### src/rtl/nibble_serial_pkg.sv
// -----------------------------------------------------------------------------
// nibble_serial_pkg
// Shared types and constants for the digit-serial nibble adder.
//   state_e    : control state of the serial adder (IDLE, RUN, DONE)
//   NIBBLE     : width of the reused adder slice, in bits
//   cnt_width(): width of the nibble index counter for a given operand width
// -----------------------------------------------------------------------------
package nibble_serial_pkg;

  localparam int NIBBLE = 4;

  typedef enum logic [1:0] {
    IDLE = 2'd0,
    RUN  = 2'd1,
    DONE = 2'd2
  } state_e;

  // Bits needed to index width/NIBBLE nibbles; never less than one bit so
  // the counter is always a real vector.
  function automatic int cnt_width(input int width);
    int nibs;
    nibs = width / NIBBLE;
    return (nibs > 1) ? $clog2(nibs) : 1;
  endfunction

endpackage : nibble_serial_pkg

### src/rtl/nibble_serial_adder_add4_slice.sv
// -----------------------------------------------------------------------------
// add4_slice
// Combinational 4-bit ripple-carry adder slice.
//   x, y : nibble operands
//   ci   : carry into bit 0
//   s    : nibble sum
//   co   : carry out of bit 3
//   c3   : carry into bit 3 (only with NIBBLE_SERIAL_OVF_EN; used to form
//          signed overflow as c3 ^ co)
// Optional feature macro: NIBBLE_SERIAL_OVF_EN
// -----------------------------------------------------------------------------
module add4_slice
  import nibble_serial_pkg::*;
(
  input  logic [NIBBLE-1:0] x,
  input  logic [NIBBLE-1:0] y,
  input  logic              ci,
  output logic [NIBBLE-1:0] s,
`ifdef NIBBLE_SERIAL_OVF_EN
  output logic              c3,
`endif
  output logic              co
);

  // c[i] is the carry into bit i; c[NIBBLE] is the slice carry-out.
  logic [NIBBLE:0] c;

  always_comb begin
    c[0] = ci;
    for (int i = 0; i < NIBBLE; i++) begin
      s[i]   = x[i] ^ y[i] ^ c[i];
      c[i+1] = (x[i] & y[i]) | (c[i] & (x[i] ^ y[i]));
    end
  end

  assign co = c[NIBBLE];

`ifdef NIBBLE_SERIAL_OVF_EN
  assign c3 = c[NIBBLE-1];
`endif

endmodule : add4_slice

### src/rtl/nibble_serial_adder.sv
// -----------------------------------------------------------------------------
// nibble_serial_adder
// Digit-serial adder: adds two WIDTH-bit operands plus carry-in one nibble per
// clock through a single 4-bit ripple slice, then presents the registered
// result on a valid/ready output handshake.
//
// Parameters
//   WIDTH     : operand / sum width (multiple of 4, >= 8)
// Ports
//   clk       : rising-edge clock
//   rst       : asynchronous reset, active-high
//   in_valid  : operand set offered
//   in_ready  : block can accept operands (high only in IDLE)
//   a, b, cin : operands and carry-in, captured on accept
//   out_valid : result available (high only in DONE)
//   out_ready : consumer accepts result
//   sum       : registered sum, a+b+cin modulo 2^WIDTH
//   ovf       : signed overflow of the addition (NIBBLE_SERIAL_OVF_EN only)
//   cout      : registered carry out of the most-significant nibble
// Optional feature macro: NIBBLE_SERIAL_OVF_EN
//
// Timing: accept edge, then WIDTH/4 RUN cycles, then DONE; a result is
// offered WIDTH/4+1 cycles after the accept cycle begins, and with out_ready
// held high a new operand set is taken every WIDTH/4+2 cycles.
// -----------------------------------------------------------------------------
module nibble_serial_adder
  import nibble_serial_pkg::*;
#(
  parameter int WIDTH = 16
) (
  input  logic             clk,
  input  logic             rst,
  input  logic             in_valid,
  output logic             in_ready,
  input  logic [WIDTH-1:0] a,
  input  logic [WIDTH-1:0] b,
  input  logic             cin,
  output logic             out_valid,
  input  logic             out_ready,
  output logic [WIDTH-1:0] sum,
`ifdef NIBBLE_SERIAL_OVF_EN
  output logic             ovf,
`endif
  output logic             cout
);

  localparam int NIBS  = WIDTH / NIBBLE;
  localparam int CNT_W = cnt_width(WIDTH);

  if ((WIDTH % NIBBLE) != 0 || WIDTH < 8) begin : g_bad_width
    $fatal(1, "nibble_serial_adder: WIDTH must be a multiple of 4 and >= 8");
  end

  // ---------------------------------------------------------------------------
  // State
  // ---------------------------------------------------------------------------
  state_e             state_q, state_d;
  logic [WIDTH-1:0]   a_q, a_d;
  logic [WIDTH-1:0]   b_q, b_d;
  logic               carry_q, carry_d;
  logic [CNT_W-1:0]   idx_q, idx_d;
  logic [WIDTH-1:0]   sum_q, sum_d;
  logic               cout_q, cout_d;
`ifdef NIBBLE_SERIAL_OVF_EN
  logic               ovf_q, ovf_d;
`endif

  // ---------------------------------------------------------------------------
  // Adder slice and nibble select
  // ---------------------------------------------------------------------------
  logic [NIBBLE-1:0]  slice_x;
  logic [NIBBLE-1:0]  slice_y;
  logic [NIBBLE-1:0]  slice_s;
  logic               slice_co;
`ifdef NIBBLE_SERIAL_OVF_EN
  logic               slice_c3;
`endif
  logic               last_nib;

  // Mux the current nibble of each captured operand onto the slice.
  always_comb begin
    slice_x = '0;
    slice_y = '0;
    for (int i = 0; i < NIBS; i++) begin
      if (idx_q == CNT_W'(i)) begin
        slice_x = a_q[i*NIBBLE +: NIBBLE];
        slice_y = b_q[i*NIBBLE +: NIBBLE];
      end
    end
  end

  add4_slice u_slice (
    .x  (slice_x),
    .y  (slice_y),
    .ci (carry_q),
    .s  (slice_s),
`ifdef NIBBLE_SERIAL_OVF_EN
    .c3 (slice_c3),
`endif
    .co (slice_co)
  );

  assign last_nib = (idx_q == CNT_W'(NIBS - 1));

  // ---------------------------------------------------------------------------
  // Next-state and datapath update
  // ---------------------------------------------------------------------------
  // NOTE: every signal written here gets a default first, so no path leaves
  // it unassigned and no latch is inferred.
  always_comb begin
    state_d = state_q;
    a_d     = a_q;
    b_d     = b_q;
    carry_d = carry_q;
    idx_d   = idx_q;
    sum_d   = sum_q;
    cout_d  = cout_q;
`ifdef NIBBLE_SERIAL_OVF_EN
    ovf_d   = ovf_q;
`endif

    unique case (state_q)
      IDLE: begin
        if (in_valid) begin
          a_d     = a;
          b_d     = b;
          carry_d = cin;
          idx_d   = '0;
          sum_d   = '0;
          cout_d  = 1'b0;
`ifdef NIBBLE_SERIAL_OVF_EN
          ovf_d   = 1'b0;
`endif
          state_d = RUN;
        end
      end

      RUN: begin
        for (int i = 0; i < NIBS; i++) begin
          if (idx_q == CNT_W'(i)) begin
            sum_d[i*NIBBLE +: NIBBLE] = slice_s;
          end
        end
        carry_d = slice_co;
        if (last_nib) begin
          // Counter parks on the last index rather than wrapping.
          cout_d  = slice_co;
`ifdef NIBBLE_SERIAL_OVF_EN
          ovf_d   = slice_c3 ^ slice_co;
`endif
          state_d = DONE;
        end else begin
          idx_d = idx_q + CNT_W'(1);
        end
      end

      DONE: begin
        // Result held stable until the consumer takes it.
        if (out_ready) begin
          state_d = IDLE;
        end
      end

      default: begin
        state_d = IDLE;
      end
    endcase
  end

  // ---------------------------------------------------------------------------
  // Registers
  // ---------------------------------------------------------------------------
  // NOTE: sequential state uses non-blocking assignments so every flop
  // samples the pre-edge value of its inputs regardless of statement order.
  // NOTE: the operand and carry registers are reset as well; they are small
  // flops, not a memory, and clearing them keeps the block fully defined.
  always_ff @(posedge clk or posedge rst) begin
    if (rst) begin
      state_q <= IDLE;
      a_q     <= '0;
      b_q     <= '0;
      carry_q <= 1'b0;
      idx_q   <= '0;
      sum_q   <= '0;
      cout_q  <= 1'b0;
`ifdef NIBBLE_SERIAL_OVF_EN
      ovf_q   <= 1'b0;
`endif
    end else begin
      state_q <= state_d;
      a_q     <= a_d;
      b_q     <= b_d;
      carry_q <= carry_d;
      idx_q   <= idx_d;
      sum_q   <= sum_d;
      cout_q  <= cout_d;
`ifdef NIBBLE_SERIAL_OVF_EN
      ovf_q   <= ovf_d;
`endif
    end
  end

  // ---------------------------------------------------------------------------
  // Outputs
  // ---------------------------------------------------------------------------
  assign in_ready  = (state_q == IDLE);
  assign out_valid = (state_q == DONE);
  assign sum       = sum_q;
  assign cout      = cout_q;
`ifdef NIBBLE_SERIAL_OVF_EN
  assign ovf       = ovf_q;
`endif

endmodule : nibble_serial_adder

### config.mk
export PLATFORM = sky130hd
export DESIGN_NAME = nibble_serial_adder
export DESIGN_NICKNAME = d
export VERILOG_FILES = /design/src/rtl/nibble_serial_pkg.sv /design/src/rtl/nibble_serial_adder_add4_slice.sv /design/src/rtl/nibble_serial_adder.sv
export SDC_FILE = /design/constraint.sdc
export NUM_CORES = 1
export LEC_CHECK = 0
export BUFFER_PORTS_ARGS = -buffer_cell sky130_fd_sc_hd__buf_4
export CAP_MARGIN = 25
export CORE_MARGIN = 2
export CORE_UTILIZATION = 53
export CTS_BUF_LIST = sky130_fd_sc_hd__clkbuf_8
export CTS_CLUSTER_SIZE = 28
export DETAILED_ROUTE_END_ITERATION = 6
export PLACE_DENSITY = 0.8
export SLEW_MARGIN = 10
export SYNTH_ARGS = -nofsm -noshare
export SYNTH_HDL_FRONTEND = slang
export SYNTH_SLANG_ARGS = --single-unit
### constraint.sdc
create_clock -name clk -period 7.2 [get_ports clk]
set_input_delay 0.72 -clock clk [delete_from_list [all_inputs] [get_ports clk]]
set_output_delay 0.72 -clock clk [all_outputs]
set_load 0.01 [all_outputs]
Word level (Yosys, flattened, before mapping):

Cells that the tools add are included.

* register bits after elaboration: 54
* input port bits: 37
* output and inout port bits: 19
* word-level logic and storage cells: 80

* add/sub/neg operators: 1
* eq/ne operators: 12
* multiplexer cells: 26
* bitwise logic cells: 20
* reductions and logical operators: 11

Operator list (number)
* 4-bit 2-to-1 mux: 12
* 16-bit one-hot mux with 2 select lines: 1
* 3-bit AND reduction: 6
* 16-bit 2-to-1 mux: 1
* 2-bit inequality test (second input constant): 6
* 2-bit 2-to-1 mux: 5
* 1-bit bitwise AND: 8
* 1-bit bitwise XOR: 8
* 2-bit == test (second input constant): 3
* 2-bit one-hot mux with 3 select lines: 1
* 2-bit by 1-bit == test with 1-bit output (second input constant): 2
* 2-bit zero test: 2
* 1-bit OR: 4
* 1-bit one-hot mux with 2 select lines: 2
* 2-bit one-hot mux with 2 select lines: 1
* 2-bit AND reduction: 2
* 1-bit 2-to-1 mux: 3
* 2-bit by 1-bit adder with 2-bit output (second input constant): 1
* 2-bit by 1-bit inequality test with 1-bit output (second input constant): 1
* 2-bit nonzero test: 1

Depth between registers and ports, before layout:

Gate-level depths: netlist of the first run.

* depth after elaboration: 16
* gate-level depth with buffers: 13

Cells and area by module:

Synthesis of the first run repeated with hierarchy kept, for this count alone.

* cell total of the unflattened synthesis: 238
* area, all modules: 2762.6 um^2

By module, submodules not included
* nibble_serial_adder: times used 1, cells an instance 224, area each 2645.0 um^2, seq. area each 1351.3 um^2
* add4_slice: times used 1, cells an instance 14, area each 117.6 um^2, seq. area each 0.0 um^2

Least setup slack after synthesis of the first run:

No wires, ideal clock.

* kind: flip-flop to flip-flop
* start: reg idx_q[0]
* end: reg sum_q[3], in the netlist sum[3]
* setup time: 0.087 ns
* arrival: 2.927 ns
* required time: 7.113 ns
* slack: 4.186 ns
* cell stages (with the launch flop): 13
* cells stage by stage: dfrtp_1 > inv_1 > ha_1 > nor2_1 > a221oi_1 > fa_1 > inv_1 > fa_1 > inv_1 > fa_1 > fa_1 > nand2b_1 > o211ai_1

* word-level cells in the longest chain between the ends: 15
* elaborated cells on any way between the ends: 30
* those cells by class: 4 x eq/ne; 10 x mux; 14 x bitwise; 2 x reduce/logical

RTL lines
* start, declared: RTL line nibble_serial_adder.sv:61 `logic [CNT_W-1:0] idx_q, idx_d;`
* start signal, assigned: RTL line nibble_serial_adder.sv:194 `idx_q <= idx_d;`
* 2-bit zero test: RTL line nibble_serial_adder.sv:85, nibble_serial_adder.sv:140
* 4-bit 2-to-1 mux (4 in a row): RTL line nibble_serial_adder.sv:85 `if (idx_q == CNT_W'(i)) begin`
* 1-bit bitwise XOR: RTL line nibble_serial_adder_add4_slice.sv:32 `c[i+1] = (x[i] & y[i]) | (c[i] & (x[i] ^ y[i]));`
* 1-bit bitwise AND: RTL line nibble_serial_adder_add4_slice.sv:32
* 1-bit OR: RTL line nibble_serial_adder_add4_slice.sv:32
* 1-bit bitwise AND: RTL line nibble_serial_adder_add4_slice.sv:32
* 1-bit OR: RTL line nibble_serial_adder_add4_slice.sv:32
* 1-bit bitwise AND: RTL line nibble_serial_adder_add4_slice.sv:32
* 1-bit OR: RTL line nibble_serial_adder_add4_slice.sv:32
* 1-bit bitwise XOR: RTL line nibble_serial_adder_add4_slice.sv:31 `s[i] = x[i] ^ y[i] ^ c[i];`
* 4-bit 2-to-1 mux: RTL line nibble_serial_adder.sv:140 `if (idx_q == CNT_W'(i)) begin`
* 16-bit one-hot mux with 2 select lines: RTL line nibble_serial_adder.sv:122 `unique case (state_q)`
* end signal, assigned: RTL line nibble_serial_adder.sv:195 `sum_q <= sum_d;`
* end, declared: RTL line nibble_serial_adder.sv:62 `logic [WIDTH-1:0] sum_q, sum_d;`

Several ways; a longest one is shown, not always the timed one. The select of a mux whose other input is x is not followed.
A chain may end at the register's enable or synchronous reset.

Final worst setup path of the first run:

* start: reg idx_q[1]
* end: reg sum_q[7], in the netlist sum[7]

* word-level cells in the longest chain between the ends: 15
* elaborated cells on any way between the ends: 30
* those cells by class: 4 x eq/ne; 10 x mux; 14 x bitwise; 2 x reduce/logical

RTL lines (RTL line)
* 2-bit zero test: nibble_serial_adder.sv:85
* 4-bit 2-to-1 mux (4 in a row): nibble_serial_adder.sv:85
* 1-bit bitwise XOR: nibble_serial_adder_add4_slice.sv:32
* 1-bit bitwise AND: nibble_serial_adder_add4_slice.sv:32
* 1-bit OR: nibble_serial_adder_add4_slice.sv:32
* 1-bit bitwise AND: nibble_serial_adder_add4_slice.sv:32
* 1-bit OR: nibble_serial_adder_add4_slice.sv:32
* 1-bit bitwise AND: nibble_serial_adder_add4_slice.sv:32
* 1-bit OR: nibble_serial_adder_add4_slice.sv:32
* 1-bit bitwise XOR: nibble_serial_adder_add4_slice.sv:31
* 4-bit 2-to-1 mux: nibble_serial_adder.sv:140
* 16-bit one-hot mux with 2 select lines: nibble_serial_adder.sv:122

Several ways; a longest one is shown, not always the timed one. The select of a mux whose other input is x is not followed.

==> results of run 1 <==
## sequential cells by signal, indices dropped and copies added, names as in the netlist
signal	cells
b_q	16
state_q	2
idx_q	2
a_q	16
cout	1
carry_q	1
sum	16
## cell usage after synthesis
cell	count
nand3b_1	4
buf_6	4
fa_1	4
buf_2	3
a22oi_1	4
o21bai_1	1
o211ai_1	18
dfrtp_1	54
a221oi_1	4
nor2_2	1
o311ai_0	2
a21oi_1	1
mux2_4	30
ha_1	4
clkbuf_1	3
o2bb2ai_1	1
o221ai_1	1
inv_1	14
nor3b_1	4
mux2_2	2
a221o_1	1
a31oi_1	3
nand2b_1	5
or2_2	1
and2_4	1
and2b_1	1
nor2b_1	6
o22ai_1	3
nor2_1	3
nand3_1	1
nand2_1	45
## area by class of cell
class | instances | share of cell area
flip-flops and latches | 54 | 0.412
well taps | 70 | 0.0267
inverters | 14 | 0.0160
multi-input cells | 151 | 0.378
repair buffers | 57 | 0.134
clock buffers | 5 | 0.0210
clock inverters | 3 | 0.0114
## worst reg2reg max path, stage by stage, from the launching register on
cell      delay (ns)
dfrtp_1         0.42
inv_1           0.13
ha_1            0.47
nor2b_1         0.17
a22oi_1         0.19
a221oi_1        0.13
fa_1            0.44
inv_1           0.08
fa_1            0.16
inv_1           0.05
fa_1            0.38
fa_1            0.49
nand2b_1        0.10
o211ai_1        0.18
## worst max-delay path by stage
stage	from	endpoint	slack, ns	cells after the start
after CTS	idx_q[1]$_DFFE_PP0P_	sum[11]$_DFFE_PP0P_	3.75	13
final	idx_q[1]$_DFFE_PP0P_	sum[7]$_DFFE_PP0P_	3.73	13
after detailed placement	idx_q[1]$_DFFE_PP0P_	sum[11]$_DFFE_PP0P_	3.79	13
after global routing	idx_q[1]$_DFFE_PP0P_	sum[7]$_DFFE_PP0P_	3.43	13
after floorplan	idx_q[0]$_DFFE_PP0P_	sum[3]$_DFFE_PP0P_	4.19	12
after global placement	idx_q[0]$_DFFE_PP0P_	sum[11]$_DFFE_PP0P_	3.95	11
## layer usage
layer  vias to the layer above  GRT usage
met2                        67      0.329
met5                         -          0
met4                         0      0.101
met3                        19     0.0476
met1                       936      0.285
li1                        912          -
## stage by stage
step | cell area (um^2) | utilization | hold slack, ns | setup WS, ns | cells
after detailed placement | 3170 | 0.633 | 0.494 | 3.79 | 346
after CTS | 3280 | 0.655 | 0.469 | 3.75 | 354
after global routing | 3280 | 0.655 | 0.485 | 3.43 | 354
final | 3280 | 0.655 | 0.450 | 3.73 | 354
after global placement | 3150 | 0.629 | 0.502 | 3.95 | 345
after floorplan | 2720 | - | 0.482 | 4.19 | 229
## report_power, final
part | switching [uW] | leakage [uW] | total [uW] | internal [uW]
Clock | 99.8 | 0.0000607 | 201 | 101
Combinational | 443 | 0.000808 | 855 | 412
Sequential | 109 | 0.000664 | 555 | 446
## logic make-up (layout without fill, tap and decap cells)
| group | count (synthesis) | count (layout) | share of synthesized area |
|---|---|---|---|
| DFF | 54 | 54 | 0.497 |
| buffers and inverters | 24 | 79 | 0.0456 |
| AOI/OAI and AO/OA | 39 | 39 | 0.109 |
| muxes | 32 | 32 | 0.174 |
| adders and majority gates | 8 | 8 | 0.0479 |
| and+or+nand+nor | 72 | 72 | 0.126 |
==> impl_metrics.py, run 1 <==
metrics = {
    "cells_and_area": {
        "final_cell_mix": "buf_4, dfrtp_1, nand2_1, mux2_4, o211ai_1",
        "nets": 328,
        "diodes": 0,
        "multiInputGateArea_um2": 1240,
        "layout_commonest_cell": "buf_4",
        "syn2layout_area_growth_pct": 20.7,
        "drive_gt1_frac": 0.349,
        "seq_area_um2": 1350,
        "n_fill_cell": 418,
    },
    "setup_path": {
        "r2r_cells": 13,
        "arrival_ns": 3.70,
        "crit_fanout": 15,
        "required_ns": 7.43,
        "path_common_cell": "fa_1",
        "critPathKind": "reg2reg",
        "critical-path-top-delay-family": "adder cells",
        "end_kind": "flop",
        "reg2reg_slack_ns": 3.73,
        "critical_path_buf_inv_count": 3,
        "slowest_delay_ns": 0.49,
        "path_cells": "inv_1, ha_1, nor2b_1, a22oi_1, a221oi_1, fa_1, inv_1, fa_1, inv_1, fa_1, fa_1, nand2b_1, o211ai_1",
        "startpoint_type": "flop",
        "rr_startpoint": "idx_q[1]$_DFFE_PP0P_",
        "r2r_end": "sum[7]$_DFFE_PP0P_",
        "crit_slowest_cell": "fa_1",
    },
    "synth": {
        "synthDistinctLibCells": 31,
        "ys_seq_area_frac": 0.497,
        "yosysWarnings": 0,
        "postSynthNetCount": 274,
        "yosysTopAreaCellShare": 0.497,
        "synth-seq-cells": 54,
        "synth.largest_area_cell": "dfrtp_1",
        "synthesis.instances": 229,
        "synth_area_leaders": "dfrtp_1, mux2_4, nand2_1",
        "syn_avg_cell_area_um2": 11.9,
        "syn_area_um2": 2720,
    },
    "floorplan": {
        "row_count": 26,
        "ios": 56,
        "dieArea_um2": 5710,
        "die_h_um": 75.6,
        "die_w_um": 75.6,
        "core_um2": 5010,
        "start_util": 0.542,
    },
    "clock_tree": {
        "post_cts_buffers": 0,
        "ctsHoldBuffers": 0,
        "clockBufferDepth": 2,
        "ctsRootBufferMaster": "clkbuf_8",
        "cts_resized": 0,
        "cts_buffers": 5,
        "clk_pin_slew_worst_paths_ns": 0.10,
        "clk-insertion-delay-late_ns": 0.31,
        "cts.sink_count": 54,
        "htree_levels": 2,
        "cts_tree": "done",
    },
    "route": {
        "drt-wirelength-per-cell_um": 15.4,
        "vias": 1934,
        "drt_iter0_drc": 129,
        "drt_pass1_iterations": 4,
        "drc": 0,
        "drt-met1-wl_um": 2450,
        "met2_length_um": 2560,
        "final_antenna_net_count": 0,
        "routed_wirelength_um": 5460,
        "dr_wl_met3_um": 259,
        "routed_via_density": 5.46,
        "highest_layer": "met4",
    },
    "global_route": {
        "antenna_found_initial": 0,
        "grt_pass1_wl_um": 8950,
        "grt_pass1_vias": 1879,
        "gr-total-overflow": 0,
        "grt_max_degree": 33,
        "grt.total_usage": 0.212,
    },
    "outcome": {
        "outcome": "completed",
    },
    "sta": {
        "rsz0062_at_grt": "no",
        "clock_skew_ns": 0.0104,
        "slew_violations": 0,
        "timing.fmax_mhz": 289,
        "relSlewSlack": 0.613,
        "hold_viol_final": 0,
        "worstMarginPinSlew_ns": 0.580,
        "min_period_ns": 3.47,
        "tns_ns": 0,
        "setup_viol": 0,
        "final.period_utilization": 0.481,
    },
    "power": {
        "finalPower_uw": 1610,
        "powerDensity_nw_per_um2": 491,
        "p_leak_uw": 0.00153,
        "ir_worst_vdd_uv": 253,
    },
    "place": {
        "place_congestion": 0.836,
        "portBuffers": 55,
        "place_hpwl_um": 4000,
    },
    "run": {
        "cap_violations": 0,
    },
    "min_path": {
        "min_path_type": "in2async",
    },
}
Power figures use the tool's default switching activity.
==> run 2: changes to the inputs <==
clock period = 3.4 ns   (was 7.2 ns; I/O delays follow)
==> impl_metrics.py, run 2 (synthesis results as in run 1) <==
metrics = {
    "floorplan": {
        "start_util": 0.542,
        "die_w_um": 75.6,
        "die_h_um": 75.6,
        "dieArea_um2": 5710,
        "core_um2": 5010,
        "row_count": 26,
        "ios": 56,
    },
    "power": {
        "swShare": 0.401,
        "comb_power_share": 0.540,
        "p_int_uw": 2080,
        "ir_worst_vdd_uv": 670,
        "finalPower_uw": 3480,
        "powerDensity_nw_per_um2": 1040,
        "p_leak_uw": 0.00155,
        "p_sw_uw": 1400,
        "pwr-share-clk": 0.122,
        "pwr-share-seq": 0.338,
    },
    "place": {
        "place_congestion": 0.857,
        "preCtsSetupSlack_ns": 0.125,
        "portBuffers": 55,
        "place_hpwl_um": 4040,
    },
    "route": {
        "routed_via_density": 5.30,
        "drt-wirelength-per-cell_um": 14.8,
        "drt_pass1_iterations": 4,
        "vias": 1899,
        "routed_wirelength_um": 5310,
        "drc": 0,
        "drt_iter0_drc": 105,
        "final_antenna_net_count": 0,
    },
    "clock_tree": {
        "cts.sink_count": 54,
        "ctsHoldBuffers": 0,
        "clockBufferDepth": 2,
        "cts_tree": "done",
        "ctsRootBufferMaster": "clkbuf_8",
        "clk_pin_slew_worst_paths_ns": 0.10,
        "clk-insertion-delay-late_ns": 0.31,
        "htree_levels": 2,
        "cts_buffers": 5,
        "cts_resized": 0,
        "post_cts_buffers": 0,
    },
    "setup_path": {
        "rr_startpoint": "idx_q[1]$_DFFE_PP0P_",
        "r2r_cells": 13,
        "setup.worst_path.end": "sum[7]$_DFFE_PP0P_",
        "crit_fanout": 12,
        "startpoint_type": "flop",
        "reg2reg_slack_ns": 0.24,
        "critPathKind": "reg2reg",
        "end_kind": "flop",
        "arrival_ns": 3.39,
        "r2r_end": "sum[7]$_DFFE_PP0P_",
        "required_ns": 3.63,
        "startpoint": "idx_q[1]$_DFFE_PP0P_",
    },
    "global_route": {
        "grt_pass1_wl_um": 8850,
        "grt.total_usage": 0.209,
        "grt_pass1_vias": 1916,
        "antenna_found_initial": 0,
        "gr-total-overflow": 0,
        "grt_max_degree": 33,
    },
    "cells_and_area": {
        "layout_commonest_cell": "buf_4",
        "drive_gt1_frac": 0.378,
        "n_fill_cell": 414,
        "syn2layout_area_growth_pct": 22.7,
        "nets": 332,
        "final_cell_mix": "buf_4, dfrtp_1, nand2_1, mux2_4, o211ai_1",
        "diodes": 0,
    },
    "sta": {
        "timing.fmax_mhz": 317,
        "hold_viol_final": 0,
        "tns_ns": 0,
        "fin_ws_ns": 0.242,
        "final.period_utilization": 0.929,
        "setup_viol": 0,
        "slew_violations": 0,
        "clock_skew_ns": 0.00724,
        "hold_ws_ns": 0.0879,
        "min_period_ns": 3.16,
        "worstMarginPinSlew_ns": 0.585,
        "relSlewSlack": 0.609,
    },
    "min_path": {
        "min_path_type": "in2async",
    },
    "run": {
        "cap_violations": 0,
    },
    "outcome": {
        "outcome": "completed",
    },
}
[run 2: cell type report]
type                            count  area (um^2)  share of cell area
Tap cell                           70         87.6              0.0263
Inverter                           14         52.6              0.0158
Timing Repair Buffer               61          470               0.141
Clock inverter                      3         41.3              0.0124
Clock buffer                        5         68.8              0.0207
Multi-Input combinational cell    151         1260               0.378
Sequential cell                    54         1350               0.406
[run 2: per-stage QoR]
stage	utilization	cell area, um^2	cells
6_report	0.665	3330	358
5_1_grt	0.665	3330	358
4_1_cts	0.661	3310	358
3_5_place_dp	0.639	3200	350
3_3_place_gp	0.635	3180	349
2_1_floorplan	-	2720	229
[run 2: layer usage]
metal,vias to the layer above,global-route usage,part of all wire
met5,-,0,0
met4,0,0.0936,0.019
met3,12,0.0516,0.055
met2,67,0.329,0.48
met1,906,0.276,0.45
li1,914,-,-
[run 2: power by group through the flow]
stage | Combinational (uW) | Clock [uW] | Sequential [uW]
after detailed placement | 1870 | 0 | 1180
after global placement | 1790 | 0 | 1170
after CTS | 1870 | 434 | 1170
after floorplan | 1370 | 0 | 1120
final | 1880 | 424 | 1180
after global routing | 2110 | 457 | 1220
[run 2: worst max-delay path, stage by stage (launching register included)]
cell      delay [ns]
dfrtp_1         0.42
inv_1           0.11
ha_2            0.21
buf_4           0.18
a22oi_2         0.21
a221oi_2        0.10
fa_1            0.39
inv_1           0.07
fa_1            0.15
inv_1           0.05
fa_1            0.37
fa_1            0.51
nand2b_1        0.11
o211ai_1        0.19
[run 2: worst min path at each step]
stage	start	slack, ns	end
floorplan	b_q[12]$_DFFE_PP0P_	0.48	b_q[12]$_DFFE_PP0P_
global placement	b_q[11]$_DFFE_PP0P_	0.49	b_q[11]$_DFFE_PP0P_
detailed placement	rst	0.45	sum[9]$_DFFE_PP0P_
CTS	rst	0.10	sum[9]$_DFFE_PP0P_
global route	rst	0.13	sum[8]$_DFFE_PP0P_
finish	rst	0.09	sum[9]$_DFFE_PP0P_
